`src/rtl/rob_multi.sv`:
```
// rob_multi: reorder buffer with NUM_WB writeback channels and in-order commit of up to COMMIT_W entries per cycle.
// Define ROB_WB_BYPASS_EN to forward same-cycle writeback results to the operand lookup ports.
module rob_multi #(
  parameter int DEPTH_LOG2 = 4,
  parameter int NUM_WB     = 3,
  parameter int COMMIT_W   = 2,
  parameter int DATA_W     = 32,
  parameter int ADDR_W     = 32,
  parameter int ID_W       = 6,
  parameter int RD_W       = 5
) (
  input  logic                         clk_in,
  input  logic                         rst_n_in,
  input  logic                         rdy_in,
  input  logic                         clear_branch_in,
  input  logic                         issue_en_in,
  input  logic [ID_W-1:0]              issue_id_in,
  input  logic [RD_W-1:0]              issue_rd_in,
  input  logic                         issue_store_in,
  input  logic [ADDR_W-1:0]            issue_pc_in,
  output logic [DEPTH_LOG2-1:0]        tail_out,
  output logic [DEPTH_LOG2-1:0]        head_out,
  output logic                         full_out,
  output logic                         empty_out,
  input  logic [NUM_WB-1:0]            wb_en_in,
  input  logic [NUM_WB*DEPTH_LOG2-1:0] wb_pos_in,
  input  logic [NUM_WB*DATA_W-1:0]     wb_res_in,
  input  logic [NUM_WB-1:0]            wb_jump_en_in,
  input  logic [NUM_WB*ADDR_W-1:0]     wb_jump_a_in,
  input  logic [DEPTH_LOG2-1:0]        rs1_pos_in,
  input  logic [DEPTH_LOG2-1:0]        rs2_pos_in,
  output logic                         rs1_stall_out,
  output logic                         rs2_stall_out,
  output logic [DATA_W-1:0]            rs1_res_out,
  output logic [DATA_W-1:0]            rs2_res_out,
  output logic [COMMIT_W-1:0]          commit_en_out,
  output logic [COMMIT_W*DEPTH_LOG2-1:0] commit_pos_out,
  output logic [COMMIT_W*ID_W-1:0]     commit_id_out,
  output logic [COMMIT_W*RD_W-1:0]     commit_rd_out,
  output logic [COMMIT_W*DATA_W-1:0]   commit_res_out,
  output logic [COMMIT_W-1:0]          commit_jump_en_out,
  output logic [COMMIT_W*ADDR_W-1:0]   commit_jump_a_out
);

  localparam int DEPTH = 1 << DEPTH_LOG2;
  localparam int CNT_W = DEPTH_LOG2 + 1;

  logic [DEPTH_LOG2-1:0] head_q, head_d, tail_q, tail_d;
  logic [CNT_W-1:0]      count_q, count_d, n_commit;
  logic [DEPTH-1:0]      valid_q, valid_d, ready_q, ready_d;
  logic [DEPTH-1:0]      store_q, store_d, jmp_q, jmp_d;
  logic [ID_W-1:0]       id_q   [DEPTH];
  logic [ID_W-1:0]       id_d   [DEPTH];
  logic [RD_W-1:0]       rd_q   [DEPTH];
  logic [RD_W-1:0]       rd_d   [DEPTH];
  logic [DATA_W-1:0]     res_q  [DEPTH];
  logic [DATA_W-1:0]     res_d  [DEPTH];
  logic [ADDR_W-1:0]     jmpa_q [DEPTH];
  logic [ADDR_W-1:0]     jmpa_d [DEPTH];

  logic [COMMIT_W-1:0]            c_en_q, c_en_d, c_jen_q, c_jen_d;
  logic [COMMIT_W*DEPTH_LOG2-1:0] c_pos_q, c_pos_d;
  logic [COMMIT_W*ID_W-1:0]       c_id_q, c_id_d;
  logic [COMMIT_W*RD_W-1:0]       c_rd_q, c_rd_d;
  logic [COMMIT_W*DATA_W-1:0]     c_res_q, c_res_d;
  logic [COMMIT_W*ADDR_W-1:0]     c_ja_q, c_ja_d;

  logic issue_ok;

  assign full_out  = (count_q == CNT_W'(DEPTH));
  assign empty_out = (count_q == '0);
  assign head_out  = head_q;
  assign tail_out  = tail_q;
  assign issue_ok  = issue_en_in && !full_out;

  always_comb begin
    logic [DEPTH_LOG2-1:0] idx;
    logic [DEPTH_LOG2-1:0] wpos;
    logic                  fire;
    logic                  blocked;
    idx      = '0;
    wpos     = '0;
    fire     = 1'b0;
    blocked  = 1'b0;
    n_commit = '0;
    tail_d   = tail_q;
    valid_d  = valid_q;
    ready_d  = ready_q;
    store_d  = store_q;
    jmp_d    = jmp_q;
    id_d     = id_q;
    rd_d     = rd_q;
    res_d    = res_q;
    jmpa_d   = jmpa_q;
    c_en_d   = '0;
    c_jen_d  = '0;
    c_pos_d  = '0;
    c_id_d   = '0;
    c_rd_d   = '0;
    c_res_d  = '0;
    c_ja_d   = '0;

    if (issue_ok) begin
      valid_d[tail_q] = 1'b1;
      ready_d[tail_q] = 1'b0;
      jmp_d[tail_q]   = 1'b0;
      store_d[tail_q] = issue_store_in;
      id_d[tail_q]    = issue_id_in;
      rd_d[tail_q]    = issue_rd_in;
      jmpa_d[tail_q]  = issue_pc_in;
      tail_d          = tail_q + DEPTH_LOG2'(1);
    end

    // Ascending channel order lets the highest channel win on a shared pos.
    for (int c = 0; c < NUM_WB; c++) begin
      wpos = wb_pos_in[c*DEPTH_LOG2 +: DEPTH_LOG2];
      if (wb_en_in[c] && valid_q[wpos]) begin
        ready_d[wpos] = 1'b1;
        res_d[wpos]   = wb_res_in[c*DATA_W +: DATA_W];
        jmp_d[wpos]   = wb_jump_en_in[c];
        jmpa_d[wpos]  = wb_jump_a_in[c*ADDR_W +: ADDR_W];
      end
    end

    for (int k = 0; k < COMMIT_W; k++) begin
      idx  = head_q + DEPTH_LOG2'(k);
      fire = !blocked && (CNT_W'(k) < count_q) && valid_q[idx] && ready_q[idx];
      if (fire) begin
        c_en_d[k]                             = 1'b1;
        c_jen_d[k]                            = jmp_q[idx];
        c_pos_d[k*DEPTH_LOG2 +: DEPTH_LOG2]   = idx;
        c_id_d[k*ID_W +: ID_W]                = id_q[idx];
        c_rd_d[k*RD_W +: RD_W]                = rd_q[idx];
        c_res_d[k*DATA_W +: DATA_W]           = res_q[idx];
        c_ja_d[k*ADDR_W +: ADDR_W]            = jmpa_q[idx];
        valid_d[idx]                          = 1'b0;
        ready_d[idx]                          = 1'b0;
        n_commit                              = n_commit + CNT_W'(1);
      end
      blocked = blocked || !fire || jmp_q[idx] || store_q[idx];
    end

    head_d  = head_q + n_commit[DEPTH_LOG2-1:0];
    count_d = count_q + CNT_W'(issue_ok) - n_commit;
  end

  always_ff @(posedge clk_in) begin
    if (!rst_n_in || (rdy_in && clear_branch_in)) begin
      head_q  <= '0;
      tail_q  <= '0;
      count_q <= '0;
      valid_q <= '0;
      ready_q <= '0;
      c_en_q  <= '0;
      c_jen_q <= '0;
      c_pos_q <= '0;
      c_id_q  <= '0;
      c_rd_q  <= '0;
      c_res_q <= '0;
      c_ja_q  <= '0;
    end else if (rdy_in) begin
      head_q  <= head_d;
      tail_q  <= tail_d;
      count_q <= count_d;
      valid_q <= valid_d;
      ready_q <= ready_d;
      c_en_q  <= c_en_d;
      c_jen_q <= c_jen_d;
      c_pos_q <= c_pos_d;
      c_id_q  <= c_id_d;
      c_rd_q  <= c_rd_d;
      c_res_q <= c_res_d;
      c_ja_q  <= c_ja_d;
    end
  end

  // Payload is only meaningful behind valid/ready, so it needs no reset.
  always_ff @(posedge clk_in) begin
    if (rst_n_in && rdy_in && !clear_branch_in) begin
      store_q <= store_d;
      jmp_q   <= jmp_d;
      id_q    <= id_d;
      rd_q    <= rd_d;
      res_q   <= res_d;
      jmpa_q  <= jmpa_d;
    end
  end

  assign commit_en_out      = c_en_q;
  assign commit_jump_en_out = c_jen_q;
  assign commit_pos_out     = c_pos_q;
  assign commit_id_out      = c_id_q;
  assign commit_rd_out      = c_rd_q;
  assign commit_res_out     = c_res_q;
  assign commit_jump_a_out  = c_ja_q;

  logic [DEPTH_LOG2-1:0] rs_pos   [2];
  logic                  rs_stall [2];
  logic [DATA_W-1:0]     rs_res   [2];

  assign rs_pos[0] = rs1_pos_in;
  assign rs_pos[1] = rs2_pos_in;

  always_comb begin
    for (int r = 0; r < 2; r++) begin
      rs_stall[r] = !(valid_q[rs_pos[r]] && ready_q[rs_pos[r]]);
      rs_res[r]   = res_q[rs_pos[r]];
`ifdef ROB_WB_BYPASS_EN
      for (int c = 0; c < NUM_WB; c++) begin
        if (wb_en_in[c] && (wb_pos_in[c*DEPTH_LOG2 +: DEPTH_LOG2] == rs_pos[r])) begin
          rs_stall[r] = 1'b0;
          rs_res[r]   = wb_res_in[c*DATA_W +: DATA_W];
        end
      end
`endif
    end
  end

  assign rs1_stall_out = rs_stall[0];
  assign rs2_stall_out = rs_stall[1];
  assign rs1_res_out   = rs_res[0];
  assign rs2_res_out   = rs_res[1];

endmodule

```
`config.mk`:
```
export PLATFORM = sky130hd
export DESIGN_NAME = rob_multi
export DESIGN_NICKNAME = d
export VERILOG_FILES = /design/src/rtl/rob_multi.sv
export SDC_FILE = /design/constraint.sdc
export NUM_CORES = 2
export LEC_CHECK = 0
export CELL_PAD_IN_SITES_DETAIL_PLACEMENT = 0
export CELL_PAD_IN_SITES_GLOBAL_PLACEMENT = 1
export CORE_ASPECT_RATIO = 0.7
export CORE_UTILIZATION = 40
export DETAILED_ROUTE_END_ITERATION = 8
export GPL_ROUTABILITY_DRIVEN = 0
export MAX_ROUTING_LAYER = met4
export PLACE_DENSITY_LB_ADDON = 0.1
export SETUP_SLACK_MARGIN = 0.3
export SLEW_MARGIN = 20
export SYNTH_ARGS = -nofsm -noshare
export SYNTH_HDL_FRONTEND = slang
export SYNTH_SLANG_ARGS = --single-unit
```
`constraint.sdc`:
```
create_clock -name clk_in -period 60 [get_ports clk_in]
set_input_delay 9 -clock clk_in [delete_from_list [all_inputs] [get_ports clk_in]]
set_output_delay 9 -clock clk_in [all_outputs]
set_load 0.02 [all_outputs]
```
==> flow_metrics.env <==
export IMPL_status="finished with violations"
export IMPL_failed_checks="design-rule violations"
export IMPL_post_layout_cell_count=14299
export IMPL_synthFlopType="sky130_fd_sc_hd__edfxtp_1"
export IMPL_number_of_global_route_vias_before_repair=96706
export IMPL_yosys_cell_count_top_type="sky130_fd_sc_hd__nand2_1"
export IMPL_rsz_0062_raised_after_global_routing="no"
export IMPL_postSynthCellCount=11076
export IMPL_cts_tree="built"
export IMPL_placement_io_buffers=504
export IMPL_design_portCount=505
export IMPL_dp_cells=13895
export IMPL_critPathMaxFanout=55
export IMPL_fin_setup_tns_ps=0
export IMPL_ys_ff_latch=1439
export IMPL_pin_count_of_the_biggest_net_entering_global_routing=154
export IMPL_number_of_setup_violations_in_the_final_report=0
export IMPL_yosysSeqAreaShare=0.371
export IMPL_whs_path_depth=2
export IMPL_cts_reportedPaths_clkPinSlew_ps=60
export IMPL_die_h_um=443
export IMPL_clock_sink_count=1439
export IMPL_dr_pass1_iters=9
export IMPL_numCtsBuffers=178
export IMPL_critPathKind="input port to output port"
export IMPL_timing_slew_headroom=0.131
export IMPL_routed_wl_um=568000
export IMPL_cts_root_buf="sky130_fd_sc_hd__clkbuf_16"
export IMPL_final_nets=10699
export IMPL_synth_area_um2=111000
export IMPL_floorplan_core_area_um2=276000
export IMPL_cts_resized=0
export IMPL_wl_per_cell_um=39.7
export IMPL_leakage_nw=42.4
export IMPL_synthesis_yosys_warnings=0
export IMPL_drv_slew=0
export IMPL_vias=104688
export IMPL_fin_crit_ps=21950
export IMPL_drive_above_1_share=0.168
export IMPL_drt_iter0_drc=18624
export IMPL_insertion_delay_ps=920
export IMPL_worst_clock_skew_ps=67.5
export IMPL_initial_utilization=0.403
export IMPL_timing_reg2reg_worst_path_depth=18
export IMPL_dpl_hpwl_um=318000
export IMPL_post_route_util=0.446
export IMPL_max_slew_worst_pin_slew_ps=1300
export IMPL_grt_util_all_layers=0.405
export IMPL_antenna_violations_before_repair=107
export IMPL_ff2ff_setup_slack_ps=52320
export IMPL_cts_repair_timing_setup_buffer_count=0
export IMPL_final_period_utilization=0.366
export IMPL_max_cap_violations=0
export IMPL_start_kind="input port"
export IMPL_avg_vias_per_cell=7.32
export IMPL_holdPathEnd="commit_pos_out[3]"
export IMPL_die_width_um=632
export IMPL_synth_fp_nets=11366
export IMPL_nFillCells=25442
export IMPL_syn_avg_cell_area_um2=10.0
export IMPL_worst_ir_drop_vdd_mv=0.0198
export IMPL_post_synth_top_area_fraction=0.333
export IMPL_hold_path_class="register to register"
export IMPL_netlist_top_cells_area="sky130_fd_sc_hd__edfxtp_1 33%, sky130_fd_sc_hd__mux4_2 22%, sky130_fd_sc_hd__a21oi_1 5.0%"
export IMPL_htree_num_levels=4
export IMPL_ys_async_sr_fraction=0
export IMPL_power_density_cell_area_nw_per_um2=20.9
export IMPL_yosysUniqueCellTypes=67
export IMPL_deepest_clock_path_buffer_count=4
export IMPL_cts_hold_buf=0
export IMPL_launch_point_of_the_worst_hold_path="commit_pos_out[3]"
export IMPL_cp_arrival_ps=12950
export IMPL_netlist_top_cells_count="1271 x sky130_fd_sc_hd__nand2_1, 1232 x sky130_fd_sc_hd__edfxtp_1, 1173 x sky130_fd_sc_hd__clkbuf_1, 1160 x sky130_fd_sc_hd__nor2_1, 1109 x sky130_fd_sc_hd__mux4_2"
export IMPL_area_growth_pct=10.8
export IMPL_max_clock_freq_mhz=45.6
export IMPL_rows=161
export IMPL_grt_remaining_overflow=0
export IMPL_grt_pass1_wl_um=785000
export IMPL_synth_enable_flop_cells=1232
export IMPL_crit_required_ps=51000
export IMPL_area_of_the_die_um2=280000
export IMPL_postRouteAntennaNets=0
export IMPL_yosysTopAreaCell="sky130_fd_sc_hd__edfxtp_1"
export IMPL_startpoint_of_the_lowest_slack_register_to_register_path="head_out[1]"
export IMPL_route_detailed_drc=1
export IMPL_r2r_end="count_q[4]"
export IMPL_timing_critical_path_to_type="output port"
export IMPL_hold_viol_final=0
export IMPL_whs_ps=466
## report_power, final
part | switching [mW] | internal [mW] | leakage [nW] | total (mW)
clock | 0.497 | 0.627 | 2.78 | 1.12
sequential | 0.0225 | 1.11 | 12.9 | 1.13
combinational | 0.193 | 0.129 | 26.7 | 0.322
total | 0.712 | 1.86 | 42.4 | 2.57
## flip-flops by register name, indices dropped and copies added, names as in the netlist, 5 cells and up
| signal | count |
|---|---|
| commit_rd_out | 10 |
| commit_res_out | 64 |
| count_q | 5 |
| commit_id_out | 12 |
| res_q | 512 |
| ready_q | 16 |
| rd_q | 80 |
| store_q | 16 |
| commit_pos_out | 8 |
| id_q | 96 |
| valid_q | 16 |
| commit_jump_a_out | 64 |
| jmp_q | 16 |
| jmpa_q | 512 |
## final cells by class
type / count / area, um2 / share of cell area
clock buffer: 252 / 5160 / 0.0420
sequential: 1439 / 41200 / 0.335
clock inverter: 58 / 487 / 0.00396
multi-input combinational: 8039 / 64300 / 0.523
antenna: 93 / 233 / 0.00189
inverter: 19 / 86.3 / 0.000702
tap: 3667 / 4590 / 0.0373
timing repair buffer: 732 / 6940 / 0.0564
## layout by cell type (no fill, tap or decap), types with 25 or more instances in the layout
cell type / n
sky130_fd_sc_hd__a211oi_1: 268
sky130_fd_sc_hd__a21o_1: 259
sky130_fd_sc_hd__a21oi_1: 1107
sky130_fd_sc_hd__a311o_1: 142
sky130_fd_sc_hd__a311oi_1: 298
sky130_fd_sc_hd__a31o_2: 32
sky130_fd_sc_hd__a31oi_1: 33
sky130_fd_sc_hd__buf_4: 218
sky130_fd_sc_hd__clkbuf_1: 40
sky130_fd_sc_hd__clkbuf_16: 186
sky130_fd_sc_hd__clkbuf_8: 26
sky130_fd_sc_hd__clkdlybuf4s50_1: 495
sky130_fd_sc_hd__clkinv_2: 26
sky130_fd_sc_hd__dfxtp_1: 203
sky130_fd_sc_hd__diode_2: 93
sky130_fd_sc_hd__edfxtp_1: 1232
sky130_fd_sc_hd__mux2i_1: 496
sky130_fd_sc_hd__mux4_2: 1109
sky130_fd_sc_hd__nand2_1: 1244
sky130_fd_sc_hd__nand2_4: 27
sky130_fd_sc_hd__nand2b_1: 168
sky130_fd_sc_hd__nand3_1: 774
sky130_fd_sc_hd__nand3_2: 25
sky130_fd_sc_hd__nor2_1: 1147
sky130_fd_sc_hd__nor3_1: 37
sky130_fd_sc_hd__o211ai_1: 133
sky130_fd_sc_hd__o21ai_0: 528
## how the worst max path moves through the flow
stage / startpoint / endpoint / slack [ps]
floorplan: rdy_in / ready_q[7] / 28650
global placement: rs2_pos_in[0] / rs2_res_out[2] / 38100
detailed placement: rs2_pos_in[0] / rs2_res_out[2] / 38010
CTS: rs2_pos_in[0] / rs2_res_out[2] / 38020
global route: rs2_pos_in[0] / rs2_res_out[2] / 37800
finish: rs2_pos_in[0] / rs2_res_out[2] / 38050
## critical path: stages
cell,delay (ps)
sky130_fd_sc_hd__buf_8,470
sky130_fd_sc_hd__buf_4,720
sky130_fd_sc_hd__buf_4,740
sky130_fd_sc_hd__mux4_2,600
sky130_fd_sc_hd__mux4_2,540
sky130_fd_sc_hd__clkdlybuf4s50_1,670
## cell families (layout without fill, tap and decap cells)
family	count (synthesis)	after routing	share of synthesized area
xor gates and xnor gates	8	8	0.000631
muxes	1608	1608	0.270
and+or+nand+nor	3548	3548	0.137
DFF	1439	1439	0.371
AOI/OAI and AO/OA	2852	2852	0.163
buffers and inverters	1598	1061	0.0558
adders and majority gates	23	23	0.00273
other	0	93	0
## metrics by stage
stage	total power, mW	instance area [um2]	worst slack, ps
3_3_place_gp	1.45	117000	38100
6_report	2.57	123000	38050
3_5_place_dp	1.46	117000	38010
5_1_grt	2.62	123000	37800
4_1_cts	2.57	123000	38020
2_1_floorplan	1.36	111000	28650
## layer usage
metal	wire length [um]	vias to the layer above	global-route usage
met1	219000	52329	0.550
met5	0	-	-
met3	86200	1671	0.132
li1	-	41091	-
met2	232000	9597	0.541
met4	30400	0	0.191
(Power assumes the default switching activity.)
